### src/rtl/turn_stalk_pkg.sv
// Shared types and defaults for the turn-stalk input stage.
package turn_stalk_pkg;

    typedef enum logic [1:0] {
        S_OFF   = 2'b00,
        S_LEFT  = 2'b01,
        S_RIGHT = 2'b10,
        S_FAULT = 2'b11
    } state_t;

    localparam int DB_CYCLES_DEF = 4;

endpackage

### src/rtl/stalk_debounce.sv
// Two-flop synchroniser followed by a consecutive-edge debounce counter.
module stalk_debounce
    import turn_stalk_pkg::*;
#(
    parameter int DB_CYCLES = DB_CYCLES_DEF,
    parameter int CNT_W     = 3
) (
    input  logic clk,
    input  logic rst,
    input  logic i_raw,
    output logic o_stable
);

    localparam logic [CNT_W-1:0] CNT_LAST = CNT_W'(DB_CYCLES - 1);

    logic             r_sync1;
    logic             r_sync2;
    logic             r_stable;
    logic [CNT_W-1:0] r_cnt;

    // The counter tops out at DB_CYCLES-1: the next differing edge flips the stable value.
    always_ff @(posedge clk or negedge rst) begin
        if (!rst) begin
            r_sync1  <= 1'b0;
            r_sync2  <= 1'b0;
            r_stable <= 1'b0;
            r_cnt    <= '0;
        end else begin
            r_sync1 <= i_raw;
            r_sync2 <= r_sync1;
            if (r_sync2 == r_stable) begin
                r_cnt <= '0;
            end else if (r_cnt == CNT_LAST) begin
                r_stable <= r_sync2;
                r_cnt    <= '0;
            end else begin
                r_cnt <= r_cnt + CNT_W'(1);
            end
        end
    end

    assign o_stable = r_stable;

endmodule

### src/rtl/turn_stalk_ctrl.sv
// Turn-stalk input stage: debounced stalk/hazard inputs, direction FSM and hazard latch.
//
// state   | meaning
// S_OFF   | no stalk contact made
// S_LEFT  | left contact only, TL asserted
// S_RIGHT | right contact only, TR asserted
// S_FAULT | both contacts seen, held until both release
module turn_stalk_ctrl
    import turn_stalk_pkg::*;
#(
    parameter int DB_CYCLES = DB_CYCLES_DEF,
    parameter int CNT_W     = 3
) (
    input  logic clk,
    input  logic rst,
    input  logic stalk_l_raw,
    input  logic stalk_r_raw,
    input  logic haz_btn_raw,
    output logic TL,
    output logic TR,
    output logic E,
    output logic fault
);

    localparam logic [CNT_W:0] WARM_LAST = (CNT_W + 1)'(DB_CYCLES + 2);

    logic           w_l_db;
    logic           w_r_db;
    logic           w_btn_db;
    logic           w_toggle;
    state_t         r_state;
    state_t         w_next;
    logic           r_tl;
    logic           r_tr;
    logic           r_fault;
    logic           r_haz;
    logic           r_btn_prev;
    logic           r_armed;
    logic [CNT_W:0] r_warm;

    stalk_debounce #(.DB_CYCLES(DB_CYCLES), .CNT_W(CNT_W)) u_db_l (
        .clk(clk), .rst(rst), .i_raw(stalk_l_raw), .o_stable(w_l_db)
    );

    stalk_debounce #(.DB_CYCLES(DB_CYCLES), .CNT_W(CNT_W)) u_db_r (
        .clk(clk), .rst(rst), .i_raw(stalk_r_raw), .o_stable(w_r_db)
    );

    stalk_debounce #(.DB_CYCLES(DB_CYCLES), .CNT_W(CNT_W)) u_db_btn (
        .clk(clk), .rst(rst), .i_raw(haz_btn_raw), .o_stable(w_btn_db)
    );

    // A button held through reset debounces high within the warm-up window; it only
    // arms once it has been seen released, so that press cannot toggle the latch.
    assign w_toggle = r_armed & w_btn_db & ~r_btn_prev;

    always_ff @(posedge clk or negedge rst) begin
        if (!rst) begin
            r_state    <= S_OFF;
            r_tl       <= 1'b0;
            r_tr       <= 1'b0;
            r_fault    <= 1'b0;
            r_haz      <= 1'b0;
            r_btn_prev <= 1'b0;
            r_armed    <= 1'b0;
            r_warm     <= '0;
        end else begin
            r_state    <= w_next;
            r_tl       <= (w_next == S_LEFT);
            r_tr       <= (w_next == S_RIGHT);
            r_fault    <= (w_next == S_FAULT);
            r_btn_prev <= w_btn_db;
            if (w_toggle) begin
                r_haz <= ~r_haz;
            end
            if (r_warm != WARM_LAST) begin
                r_warm <= r_warm + (CNT_W + 1)'(1);
            end else if (!w_btn_db) begin
                r_armed <= 1'b1;
            end
        end
    end

    always_comb begin
        w_next = r_state;
        case (r_state)
            S_OFF: begin
                if (w_l_db && w_r_db)      w_next = S_FAULT;
                else if (w_l_db)           w_next = S_LEFT;
                else if (w_r_db)           w_next = S_RIGHT;
            end
            S_LEFT: begin
                if (w_r_db)                w_next = S_FAULT;
                else if (!w_l_db)          w_next = S_OFF;
            end
            S_RIGHT: begin
                if (w_l_db)                w_next = S_FAULT;
                else if (!w_r_db)          w_next = S_OFF;
            end
            S_FAULT: begin
                if (!w_l_db && !w_r_db)    w_next = S_OFF;
            end
            default:                       w_next = S_OFF;
        endcase
    end

    assign TL    = r_tl;
    assign TR    = r_tr;
    assign E     = r_haz;
    assign fault = r_fault;

endmodule

### config.mk
export PLATFORM = sky130hd
export DESIGN_NAME = turn_stalk_ctrl
export DESIGN_NICKNAME = d
export VERILOG_FILES = /design/src/rtl/turn_stalk_pkg.sv /design/src/rtl/stalk_debounce.sv /design/src/rtl/turn_stalk_ctrl.sv
export SDC_FILE = /design/constraint.sdc
export NUM_CORES = 1
export LEC_CHECK = 0
export BUFFER_PORTS_ARGS = -buffer_cell sky130_fd_sc_hd__buf_2
export CAP_MARGIN = 20
export CORE_MARGIN = 2
export CORE_UTILIZATION = 40
export CTS_CLUSTER_DIAMETER = 80
export CTS_CLUSTER_SIZE = 8
export DETAILED_ROUTE_END_ITERATION = 8
export SLEW_MARGIN = 20
export SYNTH_ARGS = -nofsm -noshare
export SYNTH_HDL_FRONTEND = slang
export SYNTH_SLANG_ARGS = --single-unit
export TNS_END_PERCENT = 5
### constraint.sdc
create_clock -name clk -period 1.25 [get_ports clk]
set_input_delay 0.3125 -clock clk [delete_from_list [all_inputs] [get_ports clk]]
set_output_delay 0.3125 -clock clk [all_outputs]
set_load 0.02 [all_outputs]
Word-level counts from Yosys, hierarchy flattened:

Index checks and enable logic that the tools add are counted.

* register bits: 30
* input bits: 5
* output and inout bits: 4
* logic and storage cells: 70

* add/subtract/negate cells: 4
* eq/ne operators: 13
* mux-type cells: 15
* bitwise gates (word level): 9
* reductions and logical operators: 9

Operators with widths (number)
* 3-bit two-way mux: 6
* 2-bit two-way mux: 8
* 3-bit by 1-bit adder with 3-bit output, second input constant: 3
* 3-bit by 2-bit == test with 1-bit output, second input constant: 3
* 2-bit == test, second input constant: 4
* 2-bit case mux with 4 select lines: 1
* 2-bit AND reduction: 4
* 1-bit NOT: 7
* 4-bit by 1-bit adder with 4-bit output, second input constant: 1
* 2-bit by 1-bit == test with 1-bit output, second input constant: 2
* 4-bit by 3-bit inequality test with 1-bit output, second input constant: 1
* 1-bit == test: 3
* 1-bit AND: 2
* 1-bit logical AND: 2
* 1-bit zero test: 2
* 2-bit zero test: 1

Logic depth before layout (Yosys ltp):

Gate-level depths: netlist of run 1.

* word-level depth: 5
* depth in mapped cells: 4
* mapped depth without buffers: 4

By module:

A second synthesis of run 1 with hierarchy kept.

* cell total of the unflattened synthesis: 73
* area, all modules: 1128.6 sq um

By module, submodules not included
* turn_stalk_ctrl: times used 1, cells each 34, area each 466.7 sq um, seq. area each 300.3 sq um
* stalk_debounce at u_db_btn ...: times used 2, cells each 13, area each 216.5 sq um, seq. area each 150.1 sq um
* stalk_debounce at u_db_l: times used 1, cells each 13, area each 229.0 sq um, seq. area each 150.1 sq um

Worst setup path before layout of run 1:

Ideal clock, no wire load.

* path kind: reg-to-reg
* start: reg u_db_l.r_cnt[0]
* end: reg u_db_l.r_stable, in the netlist u_db_l.o_stable
* library setup time: 0.125 ns
* arrival time: 1.012 ns
* data required time: 1.125 ns
* path slack: 0.113 ns
* stages on the path, launching flop included: 4
* buffers on the path: 0
* period minus slack after synthesis: 1.137 ns
* path through: dfrtp_1 > ha_1 > nor2b_1 > mux2_2

* longest elaborated chain between the ends: 2

Ends and longest elaborated chain
* start, declared: RTL line stalk_debounce.sv:19 `logic [CNT_W-1:0] r_cnt;`
* start signal, assigned: RTL line stalk_debounce.sv:37 `r_cnt <= r_cnt + CNT_W'(1);`
* 3-bit by 2-bit == test with 1-bit output: RTL line stalk_debounce.sv:33 `end else if (r_cnt == CNT_LAST) begin`
* 2-bit AND reduction (no source line)
* end signal, assigned: RTL line stalk_debounce.sv:34 `r_stable <= r_sync2;`
* end, declared: RTL line stalk_debounce.sv:18 `logic r_stable;`

No other way between the ends.
A chain may end at the register's enable or synchronous reset.

Final worst setup path of run 1:

* start: reg u_db_btn.r_cnt[0]
* end: reg u_db_btn.r_stable, in the netlist u_db_btn.o_stable

* longest elaborated chain between the ends: 2

Ends and longest elaborated chain (RTL line)
* start, declared: stalk_debounce.sv:19
* start signal, assigned: stalk_debounce.sv:37
* 3-bit by 2-bit == test with 1-bit output: stalk_debounce.sv:33
* 2-bit AND reduction (no source line)
* end signal, assigned: stalk_debounce.sv:34
* end, declared: stalk_debounce.sv:18

No other way between the ends.

==> results of run 1 <==
## per-layer routing
| layer | up-vias | GRT usage (%) | routed length (µm) |
|---|---|---|---|
| li1 | 280 | - | - |
| met1 | 265 | 13.5 | 634 |
| met2 | 12 | 14.3 | 582 |
| met3 | 2 | 4.88 | 62 |
| met4 | 0 | 6.12 | 19 |
| met5 | - | 0 | 0 |
## registers in the layout, indices dropped and copies added, names as in the netlist, 2 cells and up
| signal | flops |
|---|---|
| u_db_r.r_cnt | 3 |
| r_warm | 4 |
| u_db_btn.r_cnt | 3 |
| u_db_l.r_cnt | 3 |
| r_state | 2 |
## Yosys cell counts
cell type  number
a21o_2          2
o21a_1          1
nor2b_1         4
nor3b_1         7
nor3_1          3
xnor2_1         5
and2_1          1
o21bai_1        1
nor2_1          2
nand3_1         1
mux2_2          4
ha_1            5
dfrtp_1        30
nand3b_1        2
mux2i_1         1
nand2b_1        1
inv_1           2
a21oi_1         1
## cell type report
type                            count  area share, %
Inverter                            2          0.592
Multi-Input combinational cell     41           26.9
Clock inverter                      1          0.395
Tap cell                           30           2.96
Timing Repair Buffer               10           5.53
Clock buffer                        7           4.34
Sequential cell                    30           59.2
## power by group through the flow
stage / Combinational, mW / Sequential [mW] / Clock, mW
floorplan: 0.360 / 1.43 / 0
global placement: 0.559 / 1.38 / 0
detailed placement: 0.572 / 1.39 / 0
CTS: 0.577 / 1.37 / 0.604
global route: 0.648 / 1.41 / 0.651
finish: 0.572 / 1.37 / 0.570
## through the flow
stage                     instances  total power [mW]  utilization [%]
after floorplan                  73              1.79                -
after global placement          112              1.94             47.1
after detailed placement        112              1.97             47.1
after CTS                       121              2.55             49.9
after global routing            121              2.71             50.2
final                           121              2.51             50.2
## what timing repair did
action | in CTS | in global routing
hold endpoints to repair | 30 | 0
hold buffers | 1 | 0
endpoints found under the setup margin | 0 | 2
gates resized for setup | 0 | 3
## how the worst max path moves through the flow
| stage | cells past startpoint | endpoint | startpoint | slack, ps |
|---|---|---|---|---|
| 2_1_floorplan | 3 | u_db_l.o_stable | u_db_l.r_cnt[0] | 110 |
| 3_3_place_gp | 3 | u_db_l.o_stable | u_db_l.r_cnt[0] | 70 |
| 3_5_place_dp | 3 | u_db_r.o_stable | u_db_r.r_cnt[0] | 30 |
| 4_1_cts | 3 | u_db_r.o_stable | u_db_r.r_cnt[0] | 9 |
| 5_1_grt | 3 | u_db_l.o_stable | u_db_l.r_cnt[0] | 10 |
| 6_report | 3 | u_db_btn.o_stable | u_db_btn.r_cnt[0] | 70 |
## worst reg2reg max path: stages, from the launching register on
cell,delay (ps)
dfrtp_1,360
ha_1,160
nor2b_1,200
mux2_2,360
## kinds of logic after synthesis
| family | after synthesis | synth area share, % |
|---|---|---|
| DFF | 30 | 68.9 |
| and+or+nand+nor | 21 | 12.2 |
| AOI/OAI and AO/OA | 5 | 3.44 |
| xor gates and xnor gates | 5 | 4.02 |
| muxes | 5 | 5.05 |
| adders and majority gates | 5 | 5.74 |
| buffers and inverters | 2 | 0.689 |
==> summary.txt, run 1 <==
Run status
  • Outcome: complete, no violations

Cells and area
  • Commonest cells after routing, fill and taps aside: dfrtp_1 (30), buf_2 (8), nor3b_1 (7)
  • Final non-filler cell area: approximately 0.0013 mm²
  • Nets@finish: 100
  • Fillers: 231
  • Commonest non-fill, non-tap cell in the layout: dfrtp_1
  • Multi-input logic area: 342 µm²
  • Layout area overhead: 16.3%
  • Sequential Area: between 700 and 800 µm²
  • Layout cells sized above 1: between 20% and 30%
  • N_diodes: 0

STA
  • Final Cycle Share: between 90% and 100%
  • Finish-stage setup viols: 0
  • Relative slew slack: 81.3%
  • Slew Viols, Final: 0
  • RSZ-0062 raised after global routing: no
  • Final hold slack: 101 ps
  • Worst setup margin: 66.1 ps
  • TNS Setup: 0 ps
  • Max Fclk: 845 MHz
  • Final Hold Fails: 0
  • Worst-Margin Slew: 279 ps
  • Min Tclk post-route: approximately 1200 ps
  • Layout Skew: 8.04 ps

Pwr
  • IR drop worst, VDD: 1.40 mV
  • Power Density: ~2000 mW/mm²
  • P_int: about 1.8 mW
  • Reg power frac: 54.5%
  • Clock power share: 22.7%
  • Sw Share: 28.5%
  • Combinational power share: 22.8%
  • P_sw: 716 µW
  • P_leak: 0.601 nW

Critical path
  • Worst endpoint required time: between 1000 and 1500 ps
  • Arrival time worst endpoint: around 1400 ps
  • Worst setup SP type: flip-flop
  • R2r worst-path depth: 3
  • Crit path buffers/inverters: 0
  • Reg2reg end: u_db_btn.o_stable
  • Crit path max fanout: 2
  • Crit Path Class: reg2reg
  • CP top delay family: flip-flops
  • CP max-delay cell: dfrtp_1
  • CP max stage delay: 360 ps
  • Crit path cell chain: ha_1, nor2b_1, mux2_2
  • Reg2Reg Setup Slack: 70 ps
  • Reg2Reg Launch Point: u_db_btn.r_cnt[0]
  • Endpoint class of the critical path: flip-flop

GRT
  • Total Routing Usage GR: 10.5%
  • Remaining global-route overflow: 0
  • Largest net degree at the start of global routing: 31
  • Vias in the first global route: between 500 and 600
  • First-pass GRT wire length: 2.46 mm
  • Initial antenna violation count: 0

Yosys
  • Avg Inst Size Synth: around 15 µm²
  • Gate Count Post-Synth: 73
  • Synth Net Count: 83
  • FF+latch count, synth: 30
  • Top cell type's share of synthesized area: between 60 and 70%
  • Mapped Area: 0.00109 mm²
  • Main area contributors after synthesis: dfrtp_1 (69%), ha_1 (5.7%), nor3b_1 (4.8%), mux2_2 (4.1%), xnor2_1 (4.0%)
  • Dominant cell type by area after synthesis: dfrtp_1
  • Synth warn: 0
  • Unique masters post-synth: 18
  • Seq/Total Area, Yosys: 68.9%

Clock network
  • Cts bufs inserted: 5
  • Clock slew at reported path FFs: about 90 ps
  • H-tree depth: 2
  • Worst skew pair latency: slightly above 300 ps
  • CTS Root Cell: clkbuf_4
  • Clock Path Buffers: 2
  • CTS tree: done
  • Num Clock Sinks: 30
  • Post CTS Setup Buffer Count: 0

Detailed routing
  • Post-DRT Antenna Nets: 0
  • DRC: 0
  • Total wire length: 1.30 mm
  • Vias: 559
  • Initial drt markers: 2
  • Routed len/inst: 10.7 µm
  • Drt pass-1 iters: 3
  • Via density: 4.62

Floorplan
  • Core area: between 0.002 and 0.003 mm²
  • I/O pin count: 9
  • Die X: roughly 56 µm
  • DIE AREA: around 0.0032 mm²
  • FP Rows: 18
  • Starting Density: 43.2%
  • DIE HEIGHT: 56.2 µm

Hold path
  • Hold Path Stages: 1
  • Worst hold path type: in2reg
  • Hold_sp: haz_btn_raw
  • Hold EP: u_db_btn.r_sync1

Placed design
  • Port bufs: 8
  • Placed Area: 0.00119 mm²
  • Post-DP HPWL: 903 µm
  • DP Worst Slack: between 30 and 40 ps
  • Placer Congestion: 0.646

Job
  • Max-Cap Viols: 0
Power figures use the tool's default switching activity.
==> run 2: changes to the inputs <==
Settings changed: RECOVER_POWER set to 50.
==> run 2 against run 1 <==
  * Sequential power barely moved
  * Total power fell by 0.25%
  * Routed wire length fell by 1.2%
  * Critical path depth did not move
  * Core utilization fell by 0.60 points
  * Via count fell by 0.72%
  * Worst setup slack barely moved
  * Clock skew barely moved
  * Maximum frequency barely moved
  * First-iteration DRC count rose by 100%
  * Critical path type unchanged
  * Largest cell class unchanged
  * Largest power group unchanged
==> summary.txt, run 2 (synthesized netlist as in run 1, its figures left out) <==
Clock network
  • CTS tree: done (unchanged)
  • Clock slew at reported path FFs: 90 ps (about the same)
  • Clock Path Buffers: 2 (unchanged)
  • CTS Root Cell: clkbuf_4 (unchanged)
  • H-tree depth: 2 (unchanged)
  • Post CTS Setup Buffer Count: 0 (unchanged)
  • Worst skew pair latency: 310 ps (about the same)
  • Num Clock Sinks: 30 (unchanged)
  • Cts bufs inserted: 5 (unchanged)

Floorplan
  • I/O pin count: 9 (unchanged)
  • Starting Density: 43.2% (unchanged)
  • DIE AREA: 0.00316 mm² (unchanged)
  • DIE HEIGHT: 56.2 µm (unchanged)
  • FP Rows: 18 (unchanged)
  • Core area: 0.00252 mm² (unchanged)
  • Die X: 56.2 µm (unchanged)

Critical path
  • Reg2reg end: u_db_btn.o_stable (unchanged)
  • Reg2Reg Setup Slack: 70 ps (about the same)
  • Worst setup SP type: flip-flop (unchanged)
  • R2r worst-path depth: 3 (unchanged)
  • Endpoint class of the critical path: flip-flop (unchanged)
  • Crit path max fanout: 2 (unchanged)
  • Reg2Reg Launch Point: u_db_btn.r_cnt[0] (unchanged)
  • Crit Path Class: reg2reg (unchanged)
  • Worst endpoint required time: 1450 ps (about the same)
  • Arrival time worst endpoint: 1390 ps (about the same)

Placed design
  • Post-DP HPWL: 903 µm (unchanged)
  • DP Worst Slack: 30.4 ps (unchanged)
  • Post-Place Cells: 112 (unchanged)
  • Port bufs: 8 (unchanged)
  • Placer Congestion: 0.646 (unchanged)

Run status
  • Outcome: complete, no violations (unchanged)

Cells and area
  • Number of flip-flops in the largest register: 4 (unchanged)
  • Sequential Area: 751 µm² (unchanged)
  • N_diodes: 0 (unchanged)
  • Multi-input logic area: 342 µm² (unchanged)
  • Fillers: 233 (was 231)
  • Layout cells sized above 1: 26.4% (unchanged)
  • Nets@finish: 100 (unchanged)
  • Biggest register: r_warm (unchanged)
  • Commonest cells after routing, fill and taps aside: dfrtp_1 (30), buf_2 (9), nor3b_1 (7) (was dfrtp_1 (30), buf_2 (8), nor3b_1 (7))
  • Post-route insts no fill: 121 (unchanged)
  • Post-layout util: 49.7% (was 50.2%)
  • Commonest non-fill, non-tap cell in the layout: dfrtp_1 (unchanged)
  • Layout area overhead: 14.9% (was 16.3%)

Pwr
  • Reg power frac: 54.6% (was 54.5%)
  • Clock power share: 22.8% (was 22.7%)
  • IR drop worst, VDD: 1.40 mV (about the same)
  • P_sw: 716 µW (about the same)
  • P_int: 1.79 mW (about the same)
  • P_leak: 0.596 nW (was 0.601 nW)
  • Total power: 2.50 mW (was 2.51 mW)
  • Sw Share: 28.6% (was 28.5%)
  • Power Density: 2000 mW/mm² (was 1980 mW/mm²)
  • Combinational power share: 22.6% (was 22.8%)

STA
  • Max Fclk: 844 MHz (was 845 MHz)
  • RSZ-0062 raised after global routing: no (unchanged)
  • TNS Setup: 0 ps (unchanged)
  • Min Tclk post-route: 1180 ps (about the same)
  • Final Hold Fails: 0 (unchanged)
  • Slew Viols, Final: 0 (unchanged)
  • Worst setup margin: 65.7 ps (was 66.1 ps)
  • Relative slew slack: 58.3% (was 81.3%)
  • Layout Skew: 8.04 ps (about the same)
  • Finish-stage setup viols: 0 (unchanged)
  • Worst-Margin Slew: 625 ps (was 279 ps)
  • Final Cycle Share: 94.7% (about the same)

Detailed routing
  • Initial drt markers: 4 (was 2)
  • DRC: 0 (unchanged)
  • Via density: 4.59 (was 4.62)
  • Total wire length: 1.28 mm (was 1.30 mm)
  • Post-DRT Antenna Nets: 0 (unchanged)
  • Vias: 555 (was 559)
  • Drt pass-1 iters: 3 (unchanged)
  • Routed len/inst: 10.6 µm (was 10.7 µm)

GRT
  • Initial antenna violation count: 0 (unchanged)
  • Total Routing Usage GR: 10.5% (unchanged)
  • Largest net degree at the start of global routing: 31 (unchanged)
  • Vias in the first global route: 579 (unchanged)
  • Remaining global-route overflow: 0 (unchanged)
  • First-pass GRT wire length: 2.46 mm (unchanged)

Hold path
  • Hold EP: u_db_btn.r_sync1 (unchanged)
  • Hold Path Stages: 1 (unchanged)
  • Hold_sp: haz_btn_raw (unchanged)
  • Worst hold path type: in2reg (unchanged)

Job
  • Max-Cap Viols: 0 (unchanged)
[run 2: area by class of cell]
class / count / share of cell area (%)
sequential: 30 / 59.9
multi-input combinational: 41 / 27.3
clock buffer: 7 / 4.40
timing repair buffer: 10 / 4.40
tap: 30 / 3.00
inverter: 2 / 0.599
clock inverter: 1 / 0.400
[run 2: repair_timing]
action	in CTS	in global routing
endpoints found under the setup margin	0	2
gates resized for setup	0	3
hold buffers	1	0
endpoints found under the hold margin	30	0
[run 2: worst max-delay path, cell delays in order, from the launching register on]
cell,delay (ps)
dfrtp_1,360
ha_1,160
nor2b_1,200
mux2_2,350
[run 2: worst max path at each step]
stage                       from                 to
2_1_floorplan    u_db_l.r_cnt[0]    u_db_l.o_stable
3_3_place_gp     u_db_l.r_cnt[0]    u_db_l.o_stable
3_5_place_dp     u_db_r.r_cnt[0]    u_db_r.o_stable
4_1_cts          u_db_r.r_cnt[0]    u_db_r.o_stable
5_1_grt          u_db_l.r_cnt[0]    u_db_l.o_stable
6_report       u_db_btn.r_cnt[0]  u_db_btn.o_stable
[run 2: metrics by stage]
stage	hold slack (ps)	cell area, µm²
floorplan	16.9	1090
CTS	79.2	1260
global route	72.1	1250
finish	99.9	1250
global placement	274	1190
detailed placement	274	1190
[run 2: power groups by stage]
| stage | sequential (mW) | clock, mW | combinational [mW] |
|---|---|---|---|
| global route | 1.41 | 0.651 | 0.642 |
| CTS | 1.37 | 0.604 | 0.577 |
| finish | 1.37 | 0.570 | 0.566 |
| floorplan | 1.43 | 0 | 0.360 |
| global placement | 1.38 | 0 | 0.559 |
| detailed placement | 1.39 | 0 | 0.572 |
[run 2: routing by layer]
metal  up-vias  part of all wire [%]  wire, µm  track usage [%]
li1        280                     -         -                -
met1       261                    49       631             13.5
met2        12                    44       566             14.3
met3         2                   5.1        66             4.88
met4         0                   1.5        19             6.12
met5         -                     0         0                0
